**config.mk**
```make
export PLATFORM = sky130hd
export DESIGN_NAME = bcd_to_bin_seq
export DESIGN_NICKNAME = d
export VERILOG_FILES = /design/src/rtl/bcd_to_bin_seq.sv
export SDC_FILE = /design/constraint.sdc
export NUM_CORES = 1
export LEC_CHECK = 0
export BUFFER_PORTS_ARGS = -buffer_cell sky130_fd_sc_hd__buf_4
export CORE_MARGIN = 4
export CORE_UTILIZATION = 45
export DETAILED_ROUTE_END_ITERATION = 8
export PLACE_DENSITY = 0.66
export SLEW_MARGIN = 20
export SYNTH_ARGS = -nofsm -noshare
export SYNTH_HDL_FRONTEND = slang
export SYNTH_SLANG_ARGS = --single-unit
export TNS_END_PERCENT = 20
```
**constraint.sdc**
```tcl
create_clock -name clk -period 2.6 [get_ports clk]
set_input_delay 0.65 -clock clk [delete_from_list [all_inputs] [get_ports clk]]
set_output_delay 0.65 -clock clk [all_outputs]
set_load 0.03 [all_outputs]
```
**src/rtl/bcd_to_bin_seq.sv**
```systemverilog
// bcd_to_bin_seq
//   Sequential BCD-to-binary converter (reverse double-dabble). The BCD digits
//   are loaded above an all-zero binary field; on each clock the whole work
//   register shifts right by one. Any BCD nibble that reads 8 or more after the
//   shift then has 3 subtracted from it. After output_lenght shifts, the low
//   field holds the binary value. Whatever remains in the BCD field is the part
//   of the value that does not fit in output_lenght bits.
//
// Parameters
//   output_lenght  width of binary_out; also the number of shift cycles
//   nDisplays      number of BCD digits (digit 0 = units)
//
// Ports
//   clk         rising-edge clock
//   reset       asynchronous, active-low; clears all state
//   start       conversion request, sampled only while idle
//   bcd_in      BCD digits, captured on the edge that accepts start
//   busy        high while shifting
//   done        one-cycle pulse when binary_out/overflow/error update
//   binary_out  result, held until the next completion
//   overflow    value exceeded output_lenght bits (result truncated)
//   error       invalid digit seen (only with BCD_CHECK_EN, else tied 0)
//
// Build option
//   BCD_CHECK_EN  reject conversions with any digit > 9. Such a conversion
//                 completes immediately with error=1 and leaves binary_out
//                 unchanged.

module bcd_to_bin_seq #(
  parameter int unsigned output_lenght = 10,
  parameter int unsigned nDisplays     = 3
) (
  input  logic                          clk,
  input  logic                          reset,
  input  logic                          start,
  input  logic [nDisplays-1:0][3:0]     bcd_in,
  output logic                          busy,
  output logic                          done,
  output logic [output_lenght-1:0]      binary_out,
  output logic                          overflow,
  output logic                          error
);

  localparam int unsigned BCD_W  = nDisplays * 4;
  localparam int unsigned WORK_W = BCD_W + output_lenght;
  localparam int unsigned CNT_W  = $clog2(output_lenght + 1);

  typedef enum logic {
    IDLE,
    SHIFT
  } state_t;

  state_t              state;
  logic [WORK_W-1:0]   work;
  logic [WORK_W-1:0]   work_next;
  logic [CNT_W-1:0]    cnt;
  logic                last_shift;
  logic                bcd_bad;

  // One reverse double-dabble step: shift right, then correct each BCD nibble.
  always_comb begin
    work_next = work >> 1;
    for (int unsigned i = 0; i < nDisplays; i++) begin
      if (work_next[output_lenght + 4*i +: 4] >= 4'd8)
        work_next[output_lenght + 4*i +: 4] = work_next[output_lenght + 4*i +: 4] - 4'd3;
    end
  end

  assign last_shift = (cnt == CNT_W'(output_lenght - 1));

`ifdef BCD_CHECK_EN
  always_comb begin
    bcd_bad = 1'b0;
    for (int unsigned i = 0; i < nDisplays; i++) begin
      if (bcd_in[i] > 4'd9)
        bcd_bad = 1'b1;
    end
  end

  // A rejected start sets error; the next valid completion clears it.
  always_ff @(posedge clk or negedge reset) begin
    if (!reset)
      error <= 1'b0;
    else if (state == IDLE && start && bcd_bad)
      error <= 1'b1;
    else if (state == SHIFT && last_shift)
      error <= 1'b0;
  end
`else
  assign bcd_bad = 1'b0;
  assign error   = 1'b0;
`endif

  always_ff @(posedge clk or negedge reset) begin
    if (!reset) begin
      state      <= IDLE;
      work       <= '0;
      cnt        <= '0;
      busy       <= 1'b0;
      done       <= 1'b0;
      binary_out <= '0;
      overflow   <= 1'b0;
    end else begin
      done <= 1'b0;
      case (state)
        IDLE: begin
          if (start) begin
            if (bcd_bad) begin
              // Rejected: complete right away without touching binary_out.
              done     <= 1'b1;
              overflow <= 1'b0;
            end else begin
              work  <= {bcd_in, {output_lenght{1'b0}}};
              cnt   <= '0;
              busy  <= 1'b1;
              state <= SHIFT;
            end
          end
        end
        SHIFT: begin
          work <= work_next;
          cnt  <= cnt + CNT_W'(1);
          if (last_shift) begin
            binary_out <= work_next[output_lenght-1:0];
            overflow   <= |work_next[WORK_W-1:output_lenght];
            done       <= 1'b1;
            busy       <= 1'b0;
            state      <= IDLE;
          end
        end
        default: state <= IDLE;
      endcase
    end
  end

endmodule
```
* After elaboration in Yosys (flattened, before gate mapping)
Cells that the tools add are included.
Word-level totals: flip-flop bits (word level) 40, input bits 15, output and inout bits 14
Cells by class: add/sub/neg operators 4, order comparisons 3, eq/ne operators 3, multiplexer cells 17, bitwise operators 1, reductions and logical operators 4
Operators with widths (count):
- one-hot mux 22 bit (2 select lines) | 1
- two-way mux 22 bit | 1
- two-way mux 4 bit | 4
- OR reduction 12 bit | 1
- >= comparator 4 bit, second input constant | 2
- one-hot mux 4 bit (2 select lines) | 1
- subtractor 4 x 2 -> 4 bit, second input constant | 2
- two-way mux 1 bit | 7
- one-hot mux 1 bit (2 select lines) | 3
- AND reduction 2 bit | 3
- adder 4 x 1 -> 4 bit, second input constant | 1
- == test 4 bit, second input constant | 1
- >= comparator 3 x 4 -> 1 bit, second input constant | 1
- subtractor 3 x 2 -> 4 bit, second input constant | 1
- inequality test 2 x 1 -> 1 bit, second input constant | 1
- inequality test 2 bit, second input constant | 1
- NOT 1 bit | 1

* Logic depth before layout (Yosys ltp)
depth in word-level cells 5, gate-level depth with buffers 7, depth with buffers taken out 6

* Least setup slack after synthesis
OpenSTA, ideal clock, no wires.
path kind flip-flop to flip-flop, start point register work[15], end point register overflow, data arrival time 1153 ps, required time 2479 ps, slack 1326 ps, stages on the path, launching flop included 6, clock period less this slack 1274 ps, cell sequence dfrtp_1 inv_1 ha_1 mux2i_1 nand4_1 o22a_1
On the way: word-level cells in the longest chain between the ends 5, elaborated cells between the ends (all ways) 6
RTL lines:
- start: declaration | RTL line 54 | logic [WORK_W-1:0] work;
- start signal: assignment | RTL line 113 | work <= {bcd_in, {output_lenght{1'b0}}};
- start signal: assignment | RTL line 121 | work <= work_next;
- subtractor 4 x 2 -> 4 bit / >= comparator 4 bit (equally long branches) | RTL line 65, 64
- two-way mux 4 bit (*) | RTL line 64 | if (work_next[output_lenght + 4*i +: 4] >= 4'd8)
- OR reduction 12 bit (*) | RTL line 125 | overflow <= |work_next[WORK_W-1:output_lenght];
- two-way mux 1 bit (*) | RTL line 123 | if (last_shift) begin
- two-way mux 1 bit (*) | RTL line 105 | case (state)
- end signal: assignment | RTL line 125
- end: declaration | RTL line 40 | output logic overflow,
Every way passes the cells marked *; elsewhere a longest branch is shown, timed or not. The select of a mux whose other input is x is not followed. A chain may end at the register's enable or synchronous reset.

* Worst setup path in the final report
start point register state, end point register overflow
On the way: word-level cells in the longest chain between the ends 2
RTL lines:
- start: declaration | RTL line 53 | state_t state;
- start signal: assignment | RTL line 96 | state <= IDLE;
- start signal: assignment | RTL line 116 | state <= SHIFT;
- start signal: assignment | RTL line 128 | state <= IDLE;
- inequality test 2 x 1 -> 1 bit (no line)
- AND reduction 2 bit (no line) (*)
Every way passes the cells marked *; elsewhere a longest branch is shown, timed or not.

==> results.json <==
{
  "combinationalPowerShare_pct": 39.4,
  "cts_tree": "built",
  "clock_path_buffers": 2,
  "dieWidth_um": 71.0,
  "numCtsBuffers": 5,
  "finalHoldViolCount": 0,
  "grt_pass1_vias": 1368,
  "via_count": 1295,
  "holdBufCountCts": 0,
  "coreArea_um2": 3740,
  "switching_power_mw": 1.01,
  "clock-root-buffer": "clkbuf_8",
  "p_clk_share_pct": 15.8,
  "required_ps": 2780,
  "setup_viol": 0,
  "cts_resized": 0,
  "max_cap_violations": 0,
  "port_buffers": 27,
  "diodes": 0,
  "synthesis.nets": 196,
  "synthCells": 175,
  "worstSetupPathType": "reg2reg",
  "htreeDepth": 2,
  "synthToLayoutAreaGrowth_pct": 16.1,
  "synth-seq-cells": 39,
  "crit_fanout": 15,
  "dpl.hpwl_mm": 2.51,
  "synth_area_um2": 1790,
  "min_period_over_period_pct": 71.5,
  "die_height_um": 71.0,
  "power_leakage_nw": 1.06,
  "io_pins": 29,
  "wl_per_cell_um": 14.1,
  "initial_core_util_pct": 47.7,
  "path_cells": "nand4b_1 > inv_2 > nand4_1 > o22a_1",
  "crit_path_end_kind": "register",
  "critPathTopFamily": "flip-flops",
  "cpMaxStageDelayCell": "dfrtp_1",
  "swShare_pct": 40.4,
  "drtAntennaViolNets": 0,
  "register_area_um2": 976,
  "final_util_pct": 55.4,
  "yosys_warnings": 0,
  "setup_tns_ps": 0,
  "first_pass_iters": 5,
  "drive_above_1_share_pct": 17.9,
  "final-instance-count-excl-fill": 249,
  "synth_cell_types": 31,
  "fin_nets": 221,
  "clkTransAtPathRegs_ps": 70,
  "synth_seq_area_share_pct": 54.7,
  "status": "finished, final reports clean",
  "start_kind": "register",
  "nFillCells": 355,
  "place_congestion": 0.873,
  "placed_cells": 241,
  "num_rows": 22,
  "worst-path-buf-inv": 1,
  "slowest_delay_ps": 630,
  "postCtsSetupRepairBufs": 0,
  "antenna_found_initial": 0,
  "rsz0062_at_grt": "no",
  "final_common_cell": "nand2_1",
  "skew_ps": 7.40,
  "numClockSinks": 39,
  "dieArea_um2": 5040,
  "hold_path.class": "in2async",
  "clk_latency_ps": 290,
  "peakVddDrop_mv": 0.447,
  "p_int_mw": 1.49,
  "wl_mm": 3.50,
  "drc_errors": 0,
  "arrival_ps": 2040,
  "timing.final.crit_period_ps": 1860,
  "grt_start_max_net_pins": 40,
  "syn_avg_cell_area_um2": 10.2,
  "slew_violations": 0,
  "grt.total_usage_pct": 15.8,
  "powerDensity_nw_per_um2": 1200,
  "grt_pass1_wl_mm": 6.27,
  "overflow": 0,
  "seqPwrFrac_pct": 44.8,
  "fmax_mhz": 538,
  "viasPerCell": 5.20,
  "multiInputGateArea_um2": 716,
  "layout_common_cells": "nand2_1, dfrtp_1, buf_4",
  "first_iter_violations": 105
}
## cells in the mapped netlist
cell type / number / area share (%)
xnor2_1: 4 / 2.0
nand4_1: 1 / 0.35
ha_1: 6 / 4.2
and3b_1: 1 / 0.49
a211oi_1: 1 / 0.42
o211a_1: 3 / 1.7
nor2_1: 6 / 1.3
o2111ai_1: 1 / 0.49
a21oi_1: 7 / 2.0
inv_1: 7 / 1.5
xor2_1: 2 / 0.98
buf_6: 1 / 0.63
o22ai_1: 3 / 1.1
a21o_1: 1 / 0.42
a22o_1: 7 / 3.4
and2b_1: 1 / 0.42
nand4b_1: 1 / 0.49
nand2_1: 46 / 9.7
nand2b_1: 1 / 0.35
nand3_1: 2 / 0.56
o21ai_0: 9 / 2.5
nor2_2: 1 / 0.35
conb_1: 1 / 0.21
nor4_1: 1 / 0.35
buf_4: 3 / 1.3
mux2i_1: 10 / 5.6
dfrtp_1: 39 / 55
buf_2: 6 / 1.7
nor2b_1: 1 / 0.35
o22a_1: 1 / 0.49
inv_2: 1 / 0.21
## final timing paths
check | depth (start not counted) | slack, ps | start | to
setup / recovery | 4 | 740 | state | overflow
hold / removal | 1 | 320 | reset | cnt[2]
setup reg to reg | 4 | 740 | state | overflow
hold reg to reg | 2 | 480 | binary_out[3] | binary_out[3]
max in group asynchronous | 1 | 1950 | reset | work[2]
min in group clk | 2 | 480 | binary_out[3] | binary_out[3]
## flip-flops by register name, summed over array words and instances, names as in the netlist
register / flops
state: 1
cnt: 4
binary_out: 10
overflow: 1
work: 21
done: 1
busy: 1
## kinds of logic after synthesis
group	share of synthesized area (%)
xor gates and xnor gates	2.94
DFF	54.7
AOI/OAI and AO/OA	12.5
muxes	5.61
and+or+nand+nor	14.6
other	0.210
buffers and inverters	5.26
adders and majority gates	4.20
## power by group through the flow
| stage | Combinational [mW] | Sequential (mW) | Clock (mW) |
|---|---|---|---|
| 6_report | 0.984 | 1.12 | 0.393 |
| 5_1_grt | 1.11 | 1.16 | 0.426 |
| 4_1_cts | 0.999 | 1.12 | 0.397 |
| 3_5_place_dp | 0.990 | 1.13 | 0 |
| 3_3_place_gp | 0.964 | 1.11 | 0 |
| 2_1_floorplan | 0.596 | 1.21 | 0 |
## stage by stage
step                      setup WS [ps]  cell area (um^2)  power, mW  hold slack (ps)
after floorplan                    1330              1790       1.80              354
after global placement              816              1990       2.07              464
after detailed placement            733              1990       2.12              469
after CTS                           718              2070       2.51              340
after global routing                441              2070       2.70              353
final                               740              2070       2.49              325
## per-layer routing
metal  track usage, %  vias to the layer above  share of wire, %
li1                 -                      632                 -
met1             19.5                      613                44
met2             25.5                       41                48
met3             4.97                        9               5.7
met4             6.68                        0               2.0
met5                0                        -                 0
## layout make-up
class	instances	area share (%)
repair buffers	28	10.1
well taps	48	2.90
flip-flops and latches	39	47.1
clock buffers	7	3.68
inverters	8	1.45
clock inverters	1	0.241
multi-input cells	118	34.5
Power figures use the tool's default switching activity.
